[src/rtl/shift_sio_frame_if.sv]
// Bundle of the serial/parallel frame signals between a link-side controller
// (master) and the shift_sio_frame shifter (slave). Bit index 0 of pin/dout is
// the MSB of the word.
interface shift_sio_frame_if #(
   parameter int WIDTH = 8
);
   localparam int CW = $clog2(WIDTH + 1);

   logic               cs;
   logic               le;
   logic               ld;
   logic               din;
   logic [0:WIDTH-1]   pin;
   logic               sout;
   logic [0:WIDTH-1]   dout;
   logic [CW-1:0]      bit_cnt;
   logic               full;
   logic               done;
   logic               ovf;

   modport master (
      output cs, le, ld, din, pin,
      input  sout, dout, bit_cnt, full, done, ovf
   );

   modport slave (
      input  cs, le, ld, din, pin,
      output sout, dout, bit_cnt, full, done, ovf
   );
endinterface

[src/rtl/shift_sio_frame.sv]
// Framed serial shift register: one shifter serves both transmit (parallel
// load then shift out) and receive (shift in then latch). A bit counter tracks
// the frame and, when AUTO_LATCH is set, copies each completed word into the
// held parallel output without needing an explicit latch request.
module shift_sio_frame #(
   parameter int WIDTH      = 8,
   parameter bit LSB_FIRST  = 1'b0,
   parameter bit AUTO_LATCH = 1'b1
) (
   input  logic              clk,
   input  logic              reset,
   shift_sio_frame_if.slave  bus
);
   localparam int CW = $clog2(WIDTH + 1);
   localparam logic [CW-1:0] FULL_CNT = CW'(WIDTH);
   localparam logic [CW-1:0] LAST_CNT = CW'(WIDTH - 1);

   logic [0:WIDTH-1] shifter;
   logic [0:WIDTH-1] shifted;
   logic [0:WIDTH-1] dout_q;
   logic [CW-1:0]    cnt;
   logic             done_q;
   logic             ovf_q;

   // Word the shifter would hold after one shift; also the word captured by an
   // auto-latch, so the latched value already includes the final din bit.
   always_comb begin
      shifted = shifter;
      if (LSB_FIRST) begin
         shifted = {bus.din, shifter[0:WIDTH-2]};
      end else begin
         shifted = {shifter[1:WIDTH-1], bus.din};
      end
   end

   // Frame state: latch beats load beats shift, and a deselected block holds
   // everything except the done pulse, which always falls after one cycle.
   always_ff @(posedge clk) begin
      if (reset) begin
         shifter <= '0;
         dout_q  <= '0;
         cnt     <= '0;
         done_q  <= 1'b0;
         ovf_q   <= 1'b0;
      end else begin
         done_q <= 1'b0;
         if (bus.cs) begin
            if (bus.le) begin
               dout_q <= shifter;
               cnt    <= '0;
               ovf_q  <= 1'b0;
            end else if (bus.ld) begin
               shifter <= bus.pin;
               cnt     <= '0;
            end else begin
               shifter <= shifted;
               if (AUTO_LATCH) begin
                  if (cnt == LAST_CNT) begin
                     dout_q <= shifted;
                     cnt    <= '0;
                     done_q <= 1'b1;
                  end else begin
                     cnt <= cnt + 1'b1;
                  end
               end else begin
                  if (cnt == FULL_CNT) begin
                     ovf_q <= 1'b1;
                  end else begin
                     cnt <= cnt + 1'b1;
                  end
               end
            end
         end
      end
   end

   assign bus.sout    = LSB_FIRST ? shifter[WIDTH-1] : shifter[0];
   assign bus.dout    = dout_q;
   assign bus.bit_cnt = cnt;
   assign bus.full    = (cnt == FULL_CNT);
   assign bus.done    = done_q;
   assign bus.ovf     = ovf_q;
endmodule
[src/flat_wrapper.sv]
// flat-port wrapper written by rule: the top's interface ports become plain ports
module shift_sio_frame_flat 
#(
   parameter int WIDTH      = 8,
   parameter bit LSB_FIRST  = 1'b0,
   parameter bit AUTO_LATCH = 1'b1
)
  (clk, reset, bus_cs, bus_le, bus_ld, bus_din, bus_pin, bus_sout, bus_dout, bus_bit_cnt, bus_full, bus_done, bus_ovf);
  shift_sio_frame_if #(.WIDTH(WIDTH)) bus_i ();
  input  logic clk;
  input  logic reset;
  input wire logic [$bits(bus_i.cs)-1:0] bus_cs;
  input wire logic [$bits(bus_i.le)-1:0] bus_le;
  input wire logic [$bits(bus_i.ld)-1:0] bus_ld;
  input wire logic [$bits(bus_i.din)-1:0] bus_din;
  input wire logic [$bits(bus_i.pin)-1:0] bus_pin;
  output wire logic [$bits(bus_i.sout)-1:0] bus_sout;
  output wire logic [$bits(bus_i.dout)-1:0] bus_dout;
  output wire logic [$bits(bus_i.bit_cnt)-1:0] bus_bit_cnt;
  output wire logic [$bits(bus_i.full)-1:0] bus_full;
  output wire logic [$bits(bus_i.done)-1:0] bus_done;
  output wire logic [$bits(bus_i.ovf)-1:0] bus_ovf;
  assign bus_i.cs = bus_cs;
  assign bus_i.le = bus_le;
  assign bus_i.ld = bus_ld;
  assign bus_i.din = bus_din;
  assign bus_i.pin = bus_pin;
  assign bus_sout = bus_i.sout;
  assign bus_dout = bus_i.dout;
  assign bus_bit_cnt = bus_i.bit_cnt;
  assign bus_full = bus_i.full;
  assign bus_done = bus_i.done;
  assign bus_ovf = bus_i.ovf;
  shift_sio_frame #(.WIDTH(WIDTH), .LSB_FIRST(LSB_FIRST), .AUTO_LATCH(AUTO_LATCH)) u_core (.clk(clk), .reset(reset), .bus(bus_i));
endmodule
[config.mk]
export PLATFORM = sky130hd
export DESIGN_NAME = shift_sio_frame_flat
export DESIGN_NICKNAME = d
export VERILOG_FILES = /design/src/rtl/shift_sio_frame_if.sv /design/src/rtl/shift_sio_frame.sv /design/src/flat_wrapper.sv
export SDC_FILE = /design/constraint.sdc
export NUM_CORES = 1
export LEC_CHECK = 0
export BUFFER_PORTS_ARGS = -buffer_cell sky130_fd_sc_hd__buf_4
export CORE_ASPECT_RATIO = 0.7
export CORE_MARGIN = 8
export CORE_UTILIZATION = 45
export DETAILED_ROUTE_END_ITERATION = 10
export GPL_ROUTABILITY_DRIVEN = 0
export PLACE_DENSITY = 0.74
export SLEW_MARGIN = 10
export SYNTH_ARGS = -nofsm -noshare
export SYNTH_HDL_FRONTEND = slang
export SYNTH_SLANG_ARGS = --single-unit
[constraint.sdc]
create_clock -name clk -period 1.5 [get_ports clk]
set_clock_uncertainty 0.2 [all_clocks]
set_input_delay 0.15 -clock clk [delete_from_list [all_inputs] [get_ports clk]]
set_output_delay 0.15 -clock clk [all_outputs]
set_load 0.02 [all_outputs]
Word-level counts from Yosys, hierarchy flattened
Index checks and enable logic that the tools add are counted.
{"block": "word_totals", "register_bits": 21, "output_inout_bits": 16, "wordCells": 22}
{"block": "op_classes", "addsub": 1, "eq_ne": 3, "muxes": 8, "n_bitwise": 2, "reduce_logical": 4}
{"op": "8-bit two-way mux", "n": 4}
{"op": "4-bit two-way mux", "n": 3}
{"op": "4-bit by 1-bit adder with 4-bit output, second input constant", "n": 1}
{"op": "4-bit by 3-bit equality test with 1-bit output, second input constant", "n": 1}
{"op": "4-bit equality test, second input constant", "n": 1}
{"op": "4-bit OR reduction", "n": 1}
{"op": "3-bit AND reduction", "n": 1}
{"op": "2-bit != test, second input constant", "n": 1}
{"op": "1-bit NOT", "n": 2}
{"op": "2-bit AND reduction", "n": 1}
{"op": "2-bit nonzero test", "n": 1}
{"op": "1-bit two-way mux", "n": 1}

Logic depth before layout (Yosys ltp)
{"block": "logic_depth", "ltp_word": 4, "mapped_depth": 5, "ltp_nobuf": 4}

Least setup slack after synthesis
Ideal clock, no wire load.
{"block": "synth_timing", "kind": "reg2reg", "startpoint": "register u_core.cnt[0], in the netlist u_core.bus.bit_cnt[0]", "endpoint": "register u_core.dout_q (netlist bit u_core.bus.dout[0])", "t_arrival_ns": 1.433, "required_time_ns": 1.240, "path_slack_ns": -0.193, "path_stages_with_launch": 5, "n_path_buf": 0, "cell_sequence": "dfxtp_1 > ha_1 > nand4bb_1 > nor3b_4 > a221o_1"}
{"block": "synth_via", "elab_chain_cells": 3}
{"item": "start, declared", "line_no": "shift_sio_frame.sv:21", "rtl": "logic [CW-1:0] cnt;"}
{"item": "start signal, assigned", "line_no": "shift_sio_frame.sv:63", "rtl": "cnt <= cnt + 1'b1;"}
{"item": "start signal, assigned", "line_no": "shift_sio_frame.sv:69", "rtl": "cnt <= cnt + 1'b1;"}
{"item": "4-bit by 3-bit equality test with 1-bit output", "line_no": "shift_sio_frame.sv:58", "rtl": "if (cnt == LAST_CNT) begin"}
{"item": "2-bit nonzero test (no source line)"}
{"item": "3-bit AND reduction (no source line)"}
{"item": "end signal, assigned", "line_no": "shift_sio_frame.sv:49", "rtl": "dout_q <= shifter;"}
{"item": "end signal, assigned", "line_no": "shift_sio_frame.sv:59", "rtl": "dout_q <= shifted;"}
{"item": "end, declared", "line_no": "shift_sio_frame.sv:20", "rtl": "logic [0:WIDTH-1] dout_q;"}
Every way passes these cells.
A chain may end at the register's enable or synchronous reset.

Worst setup path after layout
{"block": "layout_timing", "startpoint": "register u_core.cnt[1], in the netlist u_core.bus.bit_cnt[1]", "endpoint": "output port bus_full"}
{"block": "layout_via", "elab_chain_cells": 1}
{"item": "4-bit equality test"}
{"item": "end, declared", "line_no": "flat_wrapper.sv:20", "rtl": "output wire logic [$bits(bus_i.full)-1:0] bus_full;"}
Every way passes these cells.

==> impl_results.md <==
- Initial antenna violation count: 0
- Antenna Nets Post-Route: 0
- Share of cells above drive strength 1: 36.94%
- Critical Path End: bus_full
- Final std cells w/o fill: 189
- Ys flop type: dfxtp_1
- Final worst slack: -0.1326 ns
- Via count: 1060
- Worst Path Class, Setup: flip-flop to output port
- Tmin final: 1.633 ns
- Register area share after synthesis: 39.44%
- Final Hold Viols: 0
- Setup_tns: -0.1347 ns
- Final setup vio count: 2
- Crit Path Max Fanout: 2
- Global route total overflow: 0
- Internal reg-to-reg setup slack: 0 ns
- Clk Latency, worst-skew pair: 0.30 ns
- Netlist cell types: 27
- Drt via density: 5.608
- Levels on crit path: 6
- CP startpoint: u_core.bus.bit_cnt[1]
- H-tree Lvls: 1
- Worst path buffer plus inverter count: 3
- Number of flops mapped to enable cells by yosys: 0
- Crit path arrival time: 1.28 ns
- Commonest non-fill, non-tap cells in the layout: 38 x buf_4, 19 x dfxtp_1, 10 x nand2b_1, 10 x a21oi_1
- Ant diodes: 0
- Leak: 0.6000 nW
- Drt wl/cell: 16.20 um
- MaxCap Viol Count: 0
- R2R cell count: 6
- Slowest stage delay, CP: 0.37 ns
- Synth-to-Final Area Change: 42.72%
- First DRT Iteration DRCs: 65
- Largest net degree at the start of global routing: 23
- Die W: 74.18 um
- DR top layer: met4
- Net count after synthesis: 133
- Met2 routed WL: 1.374 mm
- Critical Path Start Type: flip-flop
- Vias in the first global route: 924
- CP required: 1.15 ns
- WL final: 3.061 mm
- Status: finished, violations left
- Placed Cells incl. Taps: 179
- Commonest non-fill, non-tap cell in the layout: buf_4
- Initial Util: 48.69%
- CP Capture Type: output port
- RR Startpoint: u_core.bus.bit_cnt[1]
- Total power: 1.066 mW
- Clock tree from TritonCTS: done
- Core area: 2190 um^2
- Post-Route M1 WL: 1.441 mm
- Post-Synthesis Cell Area: 1066 um^2
- Mapped Cells: 117
- Max frequency: 612.5 MHz
- Gr usage total: 13.92%
- Violated checks: setup timing
- Io pins: 30
- Full die area: 4207 um^2
- Hold WS: 0.001939 ns
- VDD IR max: 0.5263 mV
- Post-DP HPWL: 2.095 mm
- Port-buffer cells: 28
- CTS clk-pin slew, worst paths: 0.11 ns
- Placed Area: 1378 um^2
- Nets: 174
- Chip Height: 56.72 um
- Worst min-delay path class: primary input to flip-flop
- #FFs+latches synth: 21
- Clk Tree Root Cell: clkbuf_4
- Post-synth ARST share: 0%
- Slowest CP cell: dfxtp_4
- First-pass GRT wire length: 4.616 mm
- Clock Sinks: 21
- # rows: 14
- Crit-path cells: buf_6, inv_4, ha_4, nand2_2, nor2_2, buf_4
- Met3 WL: 194 um
- RR Endpoint: u_core.bus.bit_cnt[3]
- RSZ-0062 raised after global routing: yes
- Clock buffer depth: 2
- Final Slew Violations: 0
- Post-route cell area: 1521 um^2
- Num CTS Buffers: 3
- Crit path max-delay family: flip-flops
- Pwr Density: 700.4 nW/um^2
- Syn_area_per_cell: 9.111 um^2
- Tcrit/Tclk final: 108.8%
- Drt drc: 0
- Drt pass-1 iters: 4
- Yosys warnings: 0
[how the worst min path moves through the flow]
| stage | startpoint | endpoint | slack (ns) | cells past startpoint |
|---|---|---|---|---|
| floorplan | reset | u_core.bus.done | 0.04 | 1 |
| global placement | bus_din | u_core.bus.dout[7] | 0.19 | 2 |
| detailed placement | bus_din | u_core.bus.dout[7] | 0.20 | 2 |
| CTS | bus_pin[4] | u_core.shifter[3] | 0.0006 | 3 |
| global route | bus_pin[2] | u_core.shifter[5] | 0.006 | 3 |
| finish | bus_pin[4] | u_core.shifter[3] | 0.002 | 3 |
[cell usage after synthesis (3+ instances only)]
| master | instances | share of area [%] |
|---|---|---|
| dfxtp_1 | 21 | 39 |
| a21oi_1 | 10 | 4.7 |
| nand2b_1 | 10 | 5.9 |
| nand3_1 | 10 | 4.7 |
| nor2_1 | 10 | 3.5 |
| a211oi_1 | 8 | 5.6 |
| mux2i_1 | 8 | 7.5 |
| a221o_1 | 7 | 6.6 |
| clkbuf_1 | 5 | 1.8 |
| a31oi_1 | 3 | 1.8 |
| buf_2 | 3 | 1.4 |
| inv_1 | 3 | 1.1 |
[per-stage QoR]
stage                     utilization, %  setup slack, ns
final                              69.49          -0.1326
after global routing               69.49          -0.1555
after CTS                          67.60         -0.07477
after detailed placement           62.91         -0.07188
after global placement             62.91         -0.01600
after floorplan                        -        0.0003585
[flip-flops by register name (all words and copies together) (netlist names)]
register / cells
u_core.bus.done: 1
u_core.bus.dout: 8
u_core.shifter: 8
u_core.bus.bit_cnt: 4
[worst reg2reg max path, stage by stage, from the launching register on]
cell	delay (ns)
dfxtp_4	0.37
buf_6	0.12
buf_4	0.12
buf_6	0.12
nand3_2	0.06
or3b_1	0.34
a31oi_1	0.12
[per-layer routing]
layer | global-route usage (%) | vias up
met1 | 18.76 | 497
met3 | 4.425 | 8
met5 | 0 | -
met2 | 20.25 | 41
li1 | - | 514
met4 | 3.966 | 0
[power by group]
part	internal, mW	leakage, nW	switching, mW
Sequential	0.578	0.173	0.0261
Combinational	0.0953	0.412	0.0939
Clock	0.104	0.0150	0.169
[cells by family after synthesis]
family,share of synthesized area (%)
adder cells (fa/ha/maj),2.347
AO/OA/AOI/OAI,21.36
other,0.3518
buffers and inverters,4.930
flip-flops,39.44
multiplexers,7.512
AND/OR/NAND/NOR,24.06
[what timing repair did]
item                                    4_1_cts  5_1_grt
endpoints found under the setup margin        8        8
hold buffers                                  3        0
buffers inserted                              2        1
cloned                                        0        0
hold endpoints to repair                      8        0
pin swaps                                     5        8
resized for setup                             9        6
[cell type report]
type	count	area (um^2)
Sequential cell	21	427.9
Tap cell	32	40.04
Inverter	3	16.27
Multi-Input combinational cell	84	650.6
Fill cell	165	668.1
Clock buffer	4	26.28
Timing Repair Buffer	45	360.3
No activity file was read; power rests on OpenSTA's default activity.
